## src/rtl/decode_queue_pkg.sv

```systemverilog
// Shared control/instruction definitions for the decode queue: MIPS opcode/funct
// constants, branch-flag bit positions, control word encodings and the queue entry.
package decode_queue_pkg;

    localparam logic [5:0] OP_RTYPE  = 6'h00;
    localparam logic [5:0] OP_REGIMM = 6'h01;
    localparam logic [5:0] OP_J      = 6'h02;
    localparam logic [5:0] OP_JAL    = 6'h03;
    localparam logic [5:0] OP_BEQ    = 6'h04;
    localparam logic [5:0] OP_BNE    = 6'h05;
    localparam logic [5:0] OP_BLEZ   = 6'h06;
    localparam logic [5:0] OP_BGTZ   = 6'h07;
    localparam logic [5:0] OP_ADDI   = 6'h08;
    localparam logic [5:0] OP_ADDIU  = 6'h09;
    localparam logic [5:0] OP_SLTI   = 6'h0A;
    localparam logic [5:0] OP_SLTIU  = 6'h0B;
    localparam logic [5:0] OP_ANDI   = 6'h0C;
    localparam logic [5:0] OP_ORI    = 6'h0D;
    localparam logic [5:0] OP_XORI   = 6'h0E;
    localparam logic [5:0] OP_LUI    = 6'h0F;
    localparam logic [5:0] OP_LB     = 6'h20;
    localparam logic [5:0] OP_LH     = 6'h21;
    localparam logic [5:0] OP_LW     = 6'h23;
    localparam logic [5:0] OP_LBU    = 6'h24;
    localparam logic [5:0] OP_LHU    = 6'h25;
    localparam logic [5:0] OP_SB     = 6'h28;
    localparam logic [5:0] OP_SH     = 6'h29;
    localparam logic [5:0] OP_SW     = 6'h2B;

    localparam logic [5:0] FN_SLL   = 6'h00;
    localparam logic [5:0] FN_SRL   = 6'h02;
    localparam logic [5:0] FN_SRA   = 6'h03;
    localparam logic [5:0] FN_SLLV  = 6'h04;
    localparam logic [5:0] FN_SRLV  = 6'h06;
    localparam logic [5:0] FN_SRAV  = 6'h07;
    localparam logic [5:0] FN_JR    = 6'h08;
    localparam logic [5:0] FN_JALR  = 6'h09;
    localparam logic [5:0] FN_MFHI  = 6'h10;
    localparam logic [5:0] FN_MTHI  = 6'h11;
    localparam logic [5:0] FN_MFLO  = 6'h12;
    localparam logic [5:0] FN_MTLO  = 6'h13;
    localparam logic [5:0] FN_MULT  = 6'h18;
    localparam logic [5:0] FN_MULTU = 6'h19;
    localparam logic [5:0] FN_DIV   = 6'h1A;
    localparam logic [5:0] FN_DIVU  = 6'h1B;
    localparam logic [5:0] FN_ADD   = 6'h20;
    localparam logic [5:0] FN_ADDU  = 6'h21;
    localparam logic [5:0] FN_SUB   = 6'h22;
    localparam logic [5:0] FN_SUBU  = 6'h23;
    localparam logic [5:0] FN_AND   = 6'h24;
    localparam logic [5:0] FN_OR    = 6'h25;
    localparam logic [5:0] FN_XOR   = 6'h26;
    localparam logic [5:0] FN_NOR   = 6'h27;
    localparam logic [5:0] FN_SLT   = 6'h2A;
    localparam logic [5:0] FN_SLTU  = 6'h2B;

    localparam logic [4:0] RI_BLTZ   = 5'h00;
    localparam logic [4:0] RI_BGEZ   = 5'h01;
    localparam logic [4:0] RI_BLTZAL = 5'h10;
    localparam logic [4:0] RI_BGEZAL = 5'h11;

    // Bit positions inside control_t.branch
    localparam int BR_EQ  = 0;
    localparam int BR_NE  = 1;
    localparam int BR_LEZ = 2;
    localparam int BR_GTZ = 3;
    localparam int BR_LTZ = 4;
    localparam int BR_GEZ = 5;

    typedef enum logic [4:0] {
        ALU_OP_NOP, ALU_OP_PLUS, ALU_OP_MINUS, ALU_OP_AND, ALU_OP_OR, ALU_OP_XOR,
        ALU_OP_NOR, ALU_OP_SLT, ALU_OP_SLTU, ALU_OP_SLL, ALU_OP_SRL, ALU_OP_SRA,
        ALU_OP_LUI, ALU_OP_MULT, ALU_OP_MULTU, ALU_OP_DIV, ALU_OP_DIVU,
        ALU_OP_MTHI, ALU_OP_MTLO
    } alu_op_t;

    typedef enum logic [1:0] {REG_DST_RT, REG_DST_RD, REG_DST_RA, REG_DST_HILO} reg_dst_t;
    typedef enum logic [1:0] {SRC_B_REG, SRC_B_SEXT, SRC_B_ZEXT} src_b_t;
    typedef enum logic [2:0] {VAL_ALU, VAL_MEM, VAL_PC8, VAL_HI, VAL_LO} val_t;
    typedef enum logic [1:0] {MEM_W, MEM_B, MEM_H} mem_size_t;

    // All-zero word is the NOP control word
    typedef struct packed {
        alu_op_t   alu_op;
        logic      shamt_a;
        src_b_t    src_b;
        logic      reg_write_en;
        reg_dst_t  reg_dst;
        val_t      val_src;
        logic      mem_read;
        logic      mem_write;
        mem_size_t mem_size;
        logic      mem_unsigned;
        logic [5:0] branch;
        logic      jump;
        logic      jump_reg;
        logic      hilo_write_en;
    } control_t;

    localparam control_t CTRL_NOP = '0;

    typedef struct packed {
        logic [31:0] instr;
        logic [31:0] pc;
        control_t    ctrl;
        logic        illegal;
    } entry_t;

    function automatic control_t ctrl_word(alu_op_t op, src_b_t b, logic we, reg_dst_t dst, val_t v);
        control_t c;
        c              = CTRL_NOP;
        c.alu_op       = op;
        c.src_b        = b;
        c.reg_write_en = we;
        c.reg_dst      = dst;
        c.val_src      = v;
        return c;
    endfunction

endpackage

```

## src/rtl/decode_queue_decoder.sv

```systemverilog
// instr_decoder: combinational MIPS decode to control_t plus an illegal flag.
// MULT/MULTU/MFHI/MFLO/MTHI/MTLO are legal only when DECODE_QUEUE_HILO_EN is defined.
module instr_decoder
    import decode_queue_pkg::*;
(
    input  logic [31:0] instr,
    output control_t    ctrl,
    output logic        illegal
);
    logic [5:0] opcode;
    logic [5:0] funct;
    logic [4:0] rt;

    assign opcode = instr[31:26];
    assign funct  = instr[5:0];
    assign rt     = instr[20:16];

    always_comb begin
        ctrl    = CTRL_NOP;
        illegal = 1'b0;
        if (instr != 32'h0) begin
            case (opcode)
                OP_RTYPE: begin
                    case (funct)
                        FN_SLL:  begin ctrl = ctrl_word(ALU_OP_SLL, SRC_B_REG, 1'b1, REG_DST_RD, VAL_ALU); ctrl.shamt_a = 1'b1; end
                        FN_SRL:  begin ctrl = ctrl_word(ALU_OP_SRL, SRC_B_REG, 1'b1, REG_DST_RD, VAL_ALU); ctrl.shamt_a = 1'b1; end
                        FN_SRA:  begin ctrl = ctrl_word(ALU_OP_SRA, SRC_B_REG, 1'b1, REG_DST_RD, VAL_ALU); ctrl.shamt_a = 1'b1; end
                        FN_SLLV: ctrl = ctrl_word(ALU_OP_SLL, SRC_B_REG, 1'b1, REG_DST_RD, VAL_ALU);
                        FN_SRLV: ctrl = ctrl_word(ALU_OP_SRL, SRC_B_REG, 1'b1, REG_DST_RD, VAL_ALU);
                        FN_SRAV: ctrl = ctrl_word(ALU_OP_SRA, SRC_B_REG, 1'b1, REG_DST_RD, VAL_ALU);
                        FN_JR:   ctrl.jump_reg = 1'b1;
                        FN_JALR: begin ctrl = ctrl_word(ALU_OP_NOP, SRC_B_REG, 1'b1, REG_DST_RD, VAL_PC8); ctrl.jump_reg = 1'b1; end
                        FN_DIV:  begin ctrl = ctrl_word(ALU_OP_DIV, SRC_B_REG, 1'b0, REG_DST_HILO, VAL_ALU); ctrl.hilo_write_en = 1'b1; end
                        FN_DIVU: begin ctrl = ctrl_word(ALU_OP_DIVU, SRC_B_REG, 1'b0, REG_DST_HILO, VAL_ALU); ctrl.hilo_write_en = 1'b1; end
`ifdef DECODE_QUEUE_HILO_EN
                        FN_MULT:  begin ctrl = ctrl_word(ALU_OP_MULT, SRC_B_REG, 1'b0, REG_DST_HILO, VAL_ALU); ctrl.hilo_write_en = 1'b1; end
                        FN_MULTU: begin ctrl = ctrl_word(ALU_OP_MULTU, SRC_B_REG, 1'b0, REG_DST_HILO, VAL_ALU); ctrl.hilo_write_en = 1'b1; end
                        FN_MTHI:  begin ctrl = ctrl_word(ALU_OP_MTHI, SRC_B_REG, 1'b0, REG_DST_HILO, VAL_ALU); ctrl.hilo_write_en = 1'b1; end
                        FN_MTLO:  begin ctrl = ctrl_word(ALU_OP_MTLO, SRC_B_REG, 1'b0, REG_DST_HILO, VAL_ALU); ctrl.hilo_write_en = 1'b1; end
                        FN_MFHI:  ctrl = ctrl_word(ALU_OP_NOP, SRC_B_REG, 1'b1, REG_DST_RD, VAL_HI);
                        FN_MFLO:  ctrl = ctrl_word(ALU_OP_NOP, SRC_B_REG, 1'b1, REG_DST_RD, VAL_LO);
`endif
                        FN_ADD, FN_ADDU: ctrl = ctrl_word(ALU_OP_PLUS, SRC_B_REG, 1'b1, REG_DST_RD, VAL_ALU);
                        FN_SUB, FN_SUBU: ctrl = ctrl_word(ALU_OP_MINUS, SRC_B_REG, 1'b1, REG_DST_RD, VAL_ALU);
                        FN_AND:  ctrl = ctrl_word(ALU_OP_AND, SRC_B_REG, 1'b1, REG_DST_RD, VAL_ALU);
                        FN_OR:   ctrl = ctrl_word(ALU_OP_OR, SRC_B_REG, 1'b1, REG_DST_RD, VAL_ALU);
                        FN_XOR:  ctrl = ctrl_word(ALU_OP_XOR, SRC_B_REG, 1'b1, REG_DST_RD, VAL_ALU);
                        FN_NOR:  ctrl = ctrl_word(ALU_OP_NOR, SRC_B_REG, 1'b1, REG_DST_RD, VAL_ALU);
                        FN_SLT:  ctrl = ctrl_word(ALU_OP_SLT, SRC_B_REG, 1'b1, REG_DST_RD, VAL_ALU);
                        FN_SLTU: ctrl = ctrl_word(ALU_OP_SLTU, SRC_B_REG, 1'b1, REG_DST_RD, VAL_ALU);
                        default: illegal = 1'b1;
                    endcase
                end
                OP_REGIMM: begin
                    case (rt)
                        RI_BLTZ:   ctrl.branch[BR_LTZ] = 1'b1;
                        RI_BGEZ:   ctrl.branch[BR_GEZ] = 1'b1;
                        RI_BLTZAL: begin ctrl = ctrl_word(ALU_OP_NOP, SRC_B_REG, 1'b1, REG_DST_RA, VAL_PC8); ctrl.branch[BR_LTZ] = 1'b1; end
                        RI_BGEZAL: begin ctrl = ctrl_word(ALU_OP_NOP, SRC_B_REG, 1'b1, REG_DST_RA, VAL_PC8); ctrl.branch[BR_GEZ] = 1'b1; end
                        default:   illegal = 1'b1;
                    endcase
                end
                OP_J:     ctrl.jump = 1'b1;
                OP_JAL:   begin ctrl = ctrl_word(ALU_OP_NOP, SRC_B_REG, 1'b1, REG_DST_RA, VAL_PC8); ctrl.jump = 1'b1; end
                OP_BEQ:   ctrl.branch[BR_EQ]  = 1'b1;
                OP_BNE:   ctrl.branch[BR_NE]  = 1'b1;
                OP_BLEZ:  ctrl.branch[BR_LEZ] = 1'b1;
                OP_BGTZ:  ctrl.branch[BR_GTZ] = 1'b1;
                OP_ADDI, OP_ADDIU: ctrl = ctrl_word(ALU_OP_PLUS, SRC_B_SEXT, 1'b1, REG_DST_RT, VAL_ALU);
                OP_SLTI:  ctrl = ctrl_word(ALU_OP_SLT, SRC_B_SEXT, 1'b1, REG_DST_RT, VAL_ALU);
                OP_SLTIU: ctrl = ctrl_word(ALU_OP_SLTU, SRC_B_SEXT, 1'b1, REG_DST_RT, VAL_ALU);
                OP_ANDI:  ctrl = ctrl_word(ALU_OP_AND, SRC_B_ZEXT, 1'b1, REG_DST_RT, VAL_ALU);
                OP_ORI:   ctrl = ctrl_word(ALU_OP_OR, SRC_B_ZEXT, 1'b1, REG_DST_RT, VAL_ALU);
                OP_XORI:  ctrl = ctrl_word(ALU_OP_XOR, SRC_B_ZEXT, 1'b1, REG_DST_RT, VAL_ALU);
                OP_LUI:   ctrl = ctrl_word(ALU_OP_LUI, SRC_B_ZEXT, 1'b1, REG_DST_RT, VAL_ALU);
                OP_LB, OP_LH, OP_LW, OP_LBU, OP_LHU: begin
                    ctrl = ctrl_word(ALU_OP_PLUS, SRC_B_SEXT, 1'b1, REG_DST_RT, VAL_MEM);
                    ctrl.mem_read     = 1'b1;
                    ctrl.mem_size     = (opcode == OP_LW) ? MEM_W :
                                        (opcode == OP_LH || opcode == OP_LHU) ? MEM_H : MEM_B;
                    ctrl.mem_unsigned = (opcode == OP_LBU || opcode == OP_LHU);
                end
                OP_SB, OP_SH, OP_SW: begin
                    ctrl = ctrl_word(ALU_OP_PLUS, SRC_B_SEXT, 1'b0, REG_DST_RT, VAL_ALU);
                    ctrl.mem_write = 1'b1;
                    ctrl.mem_size  = (opcode == OP_SW) ? MEM_W : (opcode == OP_SH) ? MEM_H : MEM_B;
                end
                default: illegal = 1'b1;
            endcase
        end
    end

endmodule

```

## src/rtl/decode_queue.sv

```systemverilog
// Decode queue: instructions are decoded on enqueue and presented up to ISSUE_WIDTH
// per cycle in head order. Optional HI/LO decode is selected by DECODE_QUEUE_HILO_EN.
module decode_queue
    import decode_queue_pkg::*;
#(
    parameter int DEPTH       = 4,
    parameter int ISSUE_WIDTH = 2
) (
    input  logic                              clk,
    input  logic                              reset,
    input  logic                              in_valid,
    output logic                              in_ready,
    input  logic [31:0]                       in_instr,
    input  logic [31:0]                       in_pc,
    input  logic                              flush,
    output logic [ISSUE_WIDTH-1:0]            out_valid,
    output logic [ISSUE_WIDTH-1:0][31:0]      out_instr,
    output logic [ISSUE_WIDTH-1:0][31:0]      out_pc,
    output control_t [ISSUE_WIDTH-1:0]        out_ctrl,
    output logic [ISSUE_WIDTH-1:0]            out_illegal,
    input  logic [$clog2(ISSUE_WIDTH+1)-1:0]  out_take,
    output logic [$clog2(DEPTH+1)-1:0]        count
);
    localparam int PTR_W = $clog2(DEPTH);
    localparam int CNT_W = $clog2(DEPTH + 1);

    entry_t           mem [DEPTH];
    logic [PTR_W-1:0] head;
    logic [PTR_W-1:0] tail;
    control_t         dec_ctrl_p0;
    logic             dec_illegal_p0;
    logic             vld_p0;
    logic [CNT_W-1:0] take_ext;
    logic [CNT_W-1:0] taken;

    instr_decoder u_decoder (
        .instr   (in_instr),
        .ctrl    (dec_ctrl_p0),
        .illegal (dec_illegal_p0)
    );

    // in_ready looks only at the registered count: a same-cycle take does not open space
    assign in_ready = (count < CNT_W'(DEPTH));
    assign vld_p0   = in_valid && in_ready;
    assign take_ext = CNT_W'(out_take);
    assign taken    = (take_ext > count) ? count : take_ext;

    // Stage p0 -> storage: entry data is never reset, only the pointers and count
    always_ff @(posedge clk) begin
        if (vld_p0) begin
            mem[tail] <= '{instr: in_instr, pc: in_pc, ctrl: dec_ctrl_p0, illegal: dec_illegal_p0};
        end
    end

    always_ff @(posedge clk) begin
        if (reset || flush) begin
            head  <= '0;
            tail  <= '0;
            count <= '0;
        end else begin
            head  <= head + PTR_W'(taken);
            tail  <= tail + PTR_W'(vld_p0);
            count <= count + CNT_W'(vld_p0) - taken;
        end
    end

    always_ff @(posedge clk) begin
        if (!reset && !flush) begin
            assert (take_ext <= count);
        end
    end

    always_comb begin
        for (int k = 0; k < ISSUE_WIDTH; k++) begin
            entry_t slot;
            slot           = mem[head + PTR_W'(k)];
            out_valid[k]   = (count > CNT_W'(k));
            out_instr[k]   = out_valid[k] ? slot.instr   : 32'h0;
            out_pc[k]      = out_valid[k] ? slot.pc      : 32'h0;
            out_ctrl[k]    = out_valid[k] ? slot.ctrl    : CTRL_NOP;
            out_illegal[k] = out_valid[k] ? slot.illegal : 1'b0;
        end
    end

endmodule

```

## config.mk

```make
export PLATFORM = sky130hd
export DESIGN_NAME = decode_queue
export DESIGN_NICKNAME = d
export VERILOG_FILES = /design/src/rtl/decode_queue_pkg.sv /design/src/rtl/decode_queue_decoder.sv /design/src/rtl/decode_queue.sv
export SDC_FILE = /design/constraint.sdc
export NUM_CORES = 1
export LEC_CHECK = 0
export CORE_ASPECT_RATIO = 0.6
export CORE_MARGIN = 2
export CORE_UTILIZATION = 30
export DETAILED_ROUTE_END_ITERATION = 12
export PLACE_DENSITY = 0.52
export SYNTH_ARGS = -nofsm -noshare
export SYNTH_HDL_FRONTEND = slang
export SYNTH_SLANG_ARGS = --single-unit
```

## constraint.sdc

```tcl
create_clock -name clk -period 9 [get_ports clk]
set_input_delay 0.9 -clock clk [delete_from_list [all_inputs] [get_ports clk]]
set_output_delay 0.9 -clock clk [all_outputs]
set_load 0.02 [all_outputs]
```

==> run summary <==
The flow ran to the end, and the final reports show no timing, DRC or antenna violations. The area overhead of the layout relative to synthesis came out at 26.0%. The main flop type after synthesis is edfxtp_1. The total count of max-transition violations in the final report is 0.

The initial antenna violation count is 4. After legalization and detailed placement, the total HPWL measured 29.1 mm. After detailed routing, no signal wire sits above met5. The worst path in the final design needs a cycle of 4.28 ns, including I/O delays and setup. In this run the worst setup path begins at head[1]. After clock tree synthesis, the repair step resized 0 gates. Clock-pin slew was measured on the worst setup and hold paths at 0.06 ns. The detailed route wirelength on metal2 came out at roughly 21 mm.

The clock passes through at most 3 buffers. Global routing consumed, over all layers together, 14.9% of the routing resources. The instance area after placement is 21100 um2. 262 I/O pins were placed.

The leakage power is 6.98 nW. The routed wire length per instance came out at 22.7 um. The number of warnings reported in the yosys synthesis log came out at 0.

The critical path is of the reg2out type. The post-synthesis xor/xnor area fraction came out at less than 1%. The non-filler instance count after layout is 2016. Dividing the final minimum period by the clock period gives approximately 48%.

The path category of the worst min-delay check is reg2reg. The critical path buffer and inverter count is 2. Across all layers, the routed design uses around 10k vias. The cell area that synthesis handed to floorplanning was 17700 um2. The largest fanout of any net on the critical path came out at 114. The first routing iteration left approximately 700 violations. The final hold violation count came to 0.

The routed length on met1 is approximately 21 mm. Setup repair after global routing left no endpoint under its margin. The number of clock sinks seen by CTS is 371.

The flip-flop and latch area came out at ~11000 um2. The source of the worst register-to-register timing path is count[2]. The largest net degree at the start of global routing came out at approximately 120. Leaving out fill and tap cells, the most frequent cell in the layout is edfxtp_1. The top cell types in the final layout, fill and taps aside, are edfxtp_1, clkdlybuf4s50_1, and2_1. The category of the worst setup path launch point is a flop.

The number of buffers inserted by post-CTS setup repair is 0. The arrival time of data at the critical path endpoint is between 3 and 4 ns. The data required time at the worst endpoint came out at 8.10 ns. The initial standard-cell utilization of the core is a little under a third.

The slowest stage of the critical path is the dfxtp_4 cell. After detailed routing, the met3 layer carries 3.02 mm of wire. The depth of the worst register-to-register path came out at 7. Following the worst setup path forward leads to its endpoint at out_instr[29]. The type of destination of the critical path is a primary output. The share of post-route cells with drive strength above 1 is 21.9%. Walking the worst path, the cells encountered are buf_12 -> mux4_2 -> and2_1 -> clkdlybuf4s50_1. The detail route stage leaves a number of antenna-violating nets equal to 0.

The highest achievable clock rate came out at 233 MHz. The flop and latch count out of synthesis came out at 371. On the worst path, the slowest cell contributes a delay of between 0.6 and 0.7 ns. The post-synthesis compound-gate area fraction came out at approximately 1.4%. The power density normalized to cell area is 303 nW/um2.

Clock tree synthesis selected as its root buffer the cell clkbuf_16. The number of flops mapped to enable cells by yosys is 364. The via count of the first global-routing pass came out at 10.4k. The leftover overflow at the end of global routing came out at 0.

The floorplan step set the die height to 192 um. Dividing the detail-routed via count by the number of cells gives 5.03. The die covers roughly 61000 um2.

The count of hold buffers inserted by post-cts repair came out at 0. After detailed routing, the number of remaining DRC violations is 0. In this run the critical register-to-register path is captured at mem[2][63].

Grouping stages by cell kind, the critical path spends the most delay in buffers and inverters. The number of maximum-capacitance violations came out at 0. The critical path runs through a total of 4 cells.

The relative max-transition margin is 24.8%. The number of standard cells after synthesis is 972. The share of flip-flops with an asynchronous set or reset is 0%. From left edge to right edge, the die measures 318 um.

The final hold slack is ~0.64 ns. The total of fill cells in the finished design came out at 5264. The number of buffers inserted during clock tree synthesis came out at 38. After synthesis, the largest family of logic cells by area is multiplexers. The total instance count after detailed placement came out at 1942. The initialized floorplan defines 68 standard-cell rows.

The clock insertion delay at the later pin of the skew report is 0.54 ns. The post-route total power is 6.77 mW. The H-tree generated during clock tree synthesis spans 2 levels. For this run, the register share of the synthesized area comes to 62.4%. The maximum vdd ir drop is 185 uV. The core area is 57900 um2.

The first-pass GRT wire length is 68.0 mm. After Yosys synthesis, and, or, nand and nor cells account for approximately a tenth of the synthesized area. The adder-cell area share of the yosys netlist came out at less than 1%. The first detailed-routing pass took 5 iterations. The clock tree skew after final layout is 0.00986 ns. The measured slew at the worst slew-check pin is 1.12 ns. The count of buffers added on input and output ports is 259.

The worst register-to-register path has a setup slack of 5.51 ns. The CTS tree is built. The final layout contains 1290 nets. The average footprint of a synthesized cell is 18.3 um2. The number of library cell types mapped by synthesis is 55. Setup total negative slack on the finished layout was measured at 0 ns. The setup-violating endpoint count in the final report came out at 0. For this block, the routed nets add up to 45.8 mm of wire. The portion of synthesized area spent on multiplexers is 23.2%. The final design instance area without fill came out at 22400 um2. The last weighted congestion value of the routability-driven placer is 0.737. The area occupied by multi-input gates came out at approximately 6300 um2.
## kinds of logic (layout without fill, tap and decap cells)
group | Yosys count | in the layout
adder cells (fa/ha/maj) | 8 | 8
flip-flops | 371 | 371
AND/OR/NAND/NOR | 277 | 277
XOR/XNOR | 7 | 7
multiplexers | 184 | 184
AO/OA/AOI/OAI | 36 | 36
buffers and inverters | 88 | 357
other | 1 | 6
## report_power, final
group / total (mW) / switching [mW] / internal (mW)
combinational: 3.07 / 1.62 / 1.45
clock: 1.56 / 0.646 / 0.919
sequential: 2.13 / 0.0925 / 2.04
total: 6.77 / 2.36 / 4.41
## routing by layer
metal | vias to the layer above | GRT usage (%)
met4 | 2 | 3.32
met5 | - | 0
met1 | 5329 | 21.5
met2 | 339 | 22.8
met3 | 62 | 3.55
li1 | 4404 | -
## through the flow
stage               utilization, %  worst slack [ns]
global placement              36.4              4.77
finish                        38.6              4.72
floorplan                        -              1.20
CTS                           38.6              4.56
detailed placement            36.4              4.76
global route                  38.6              4.42
## synthesized netlist by cell type, types with 6 or more instances
cell type	n	area, um2
dfxtp_1	7	140
clkbuf_1	28	105
nand2b_1	6	37.5
nand2_1	14	52.6
o21ai_0	6	30.0
nor2_1	19	71.3
a21oi_1	9	45.0
mux4_2	182	4100
buf_2	7	35.0
inv_1	10	37.5
buf_4	22	165
edfxtp_1	364	10900
nor3_1	16	80.1
buf_1	18	67.6
and2_1	187	1170
ha_1	7	87.6
## state kept, by name, summed over array words and instances (netlist names)
register,flops
count,3
tail,2
mem,364
head,2
## worst min-delay path by stage
stage	startpoint	end	slack, ns	cells after the start
global placement	tail[1]	tail[1]	0.63	2
global route	tail[1]	tail[1]	0.65	2
finish	tail[1]	tail[1]	0.64	2
detailed placement	tail[1]	tail[1]	0.62	2
floorplan	tail[1]	tail[1]	0.55	2
CTS	tail[1]	tail[1]	0.64	2
## layout make-up
class / count / area share, %
Multi-Input combinational cell: 514 / 28.1
Clock inverter: 22 / 0.979
Clock buffer: 48 / 4.56
Tap cell: 770 / 4.31
Antenna cell: 4 / 0.0448
Inverter: 11 / 0.185
Timing Repair Buffer: 276 / 12.3
Sequential cell: 371 / 49.6
## tightest hold or removal path, cell delays in order (launching register included)
cell and delay, ns:
dfxtp_1 0.38, xnor2_1 0.18, nor3_1 0.04
Note: power is estimated with default switching activity, not from simulation.
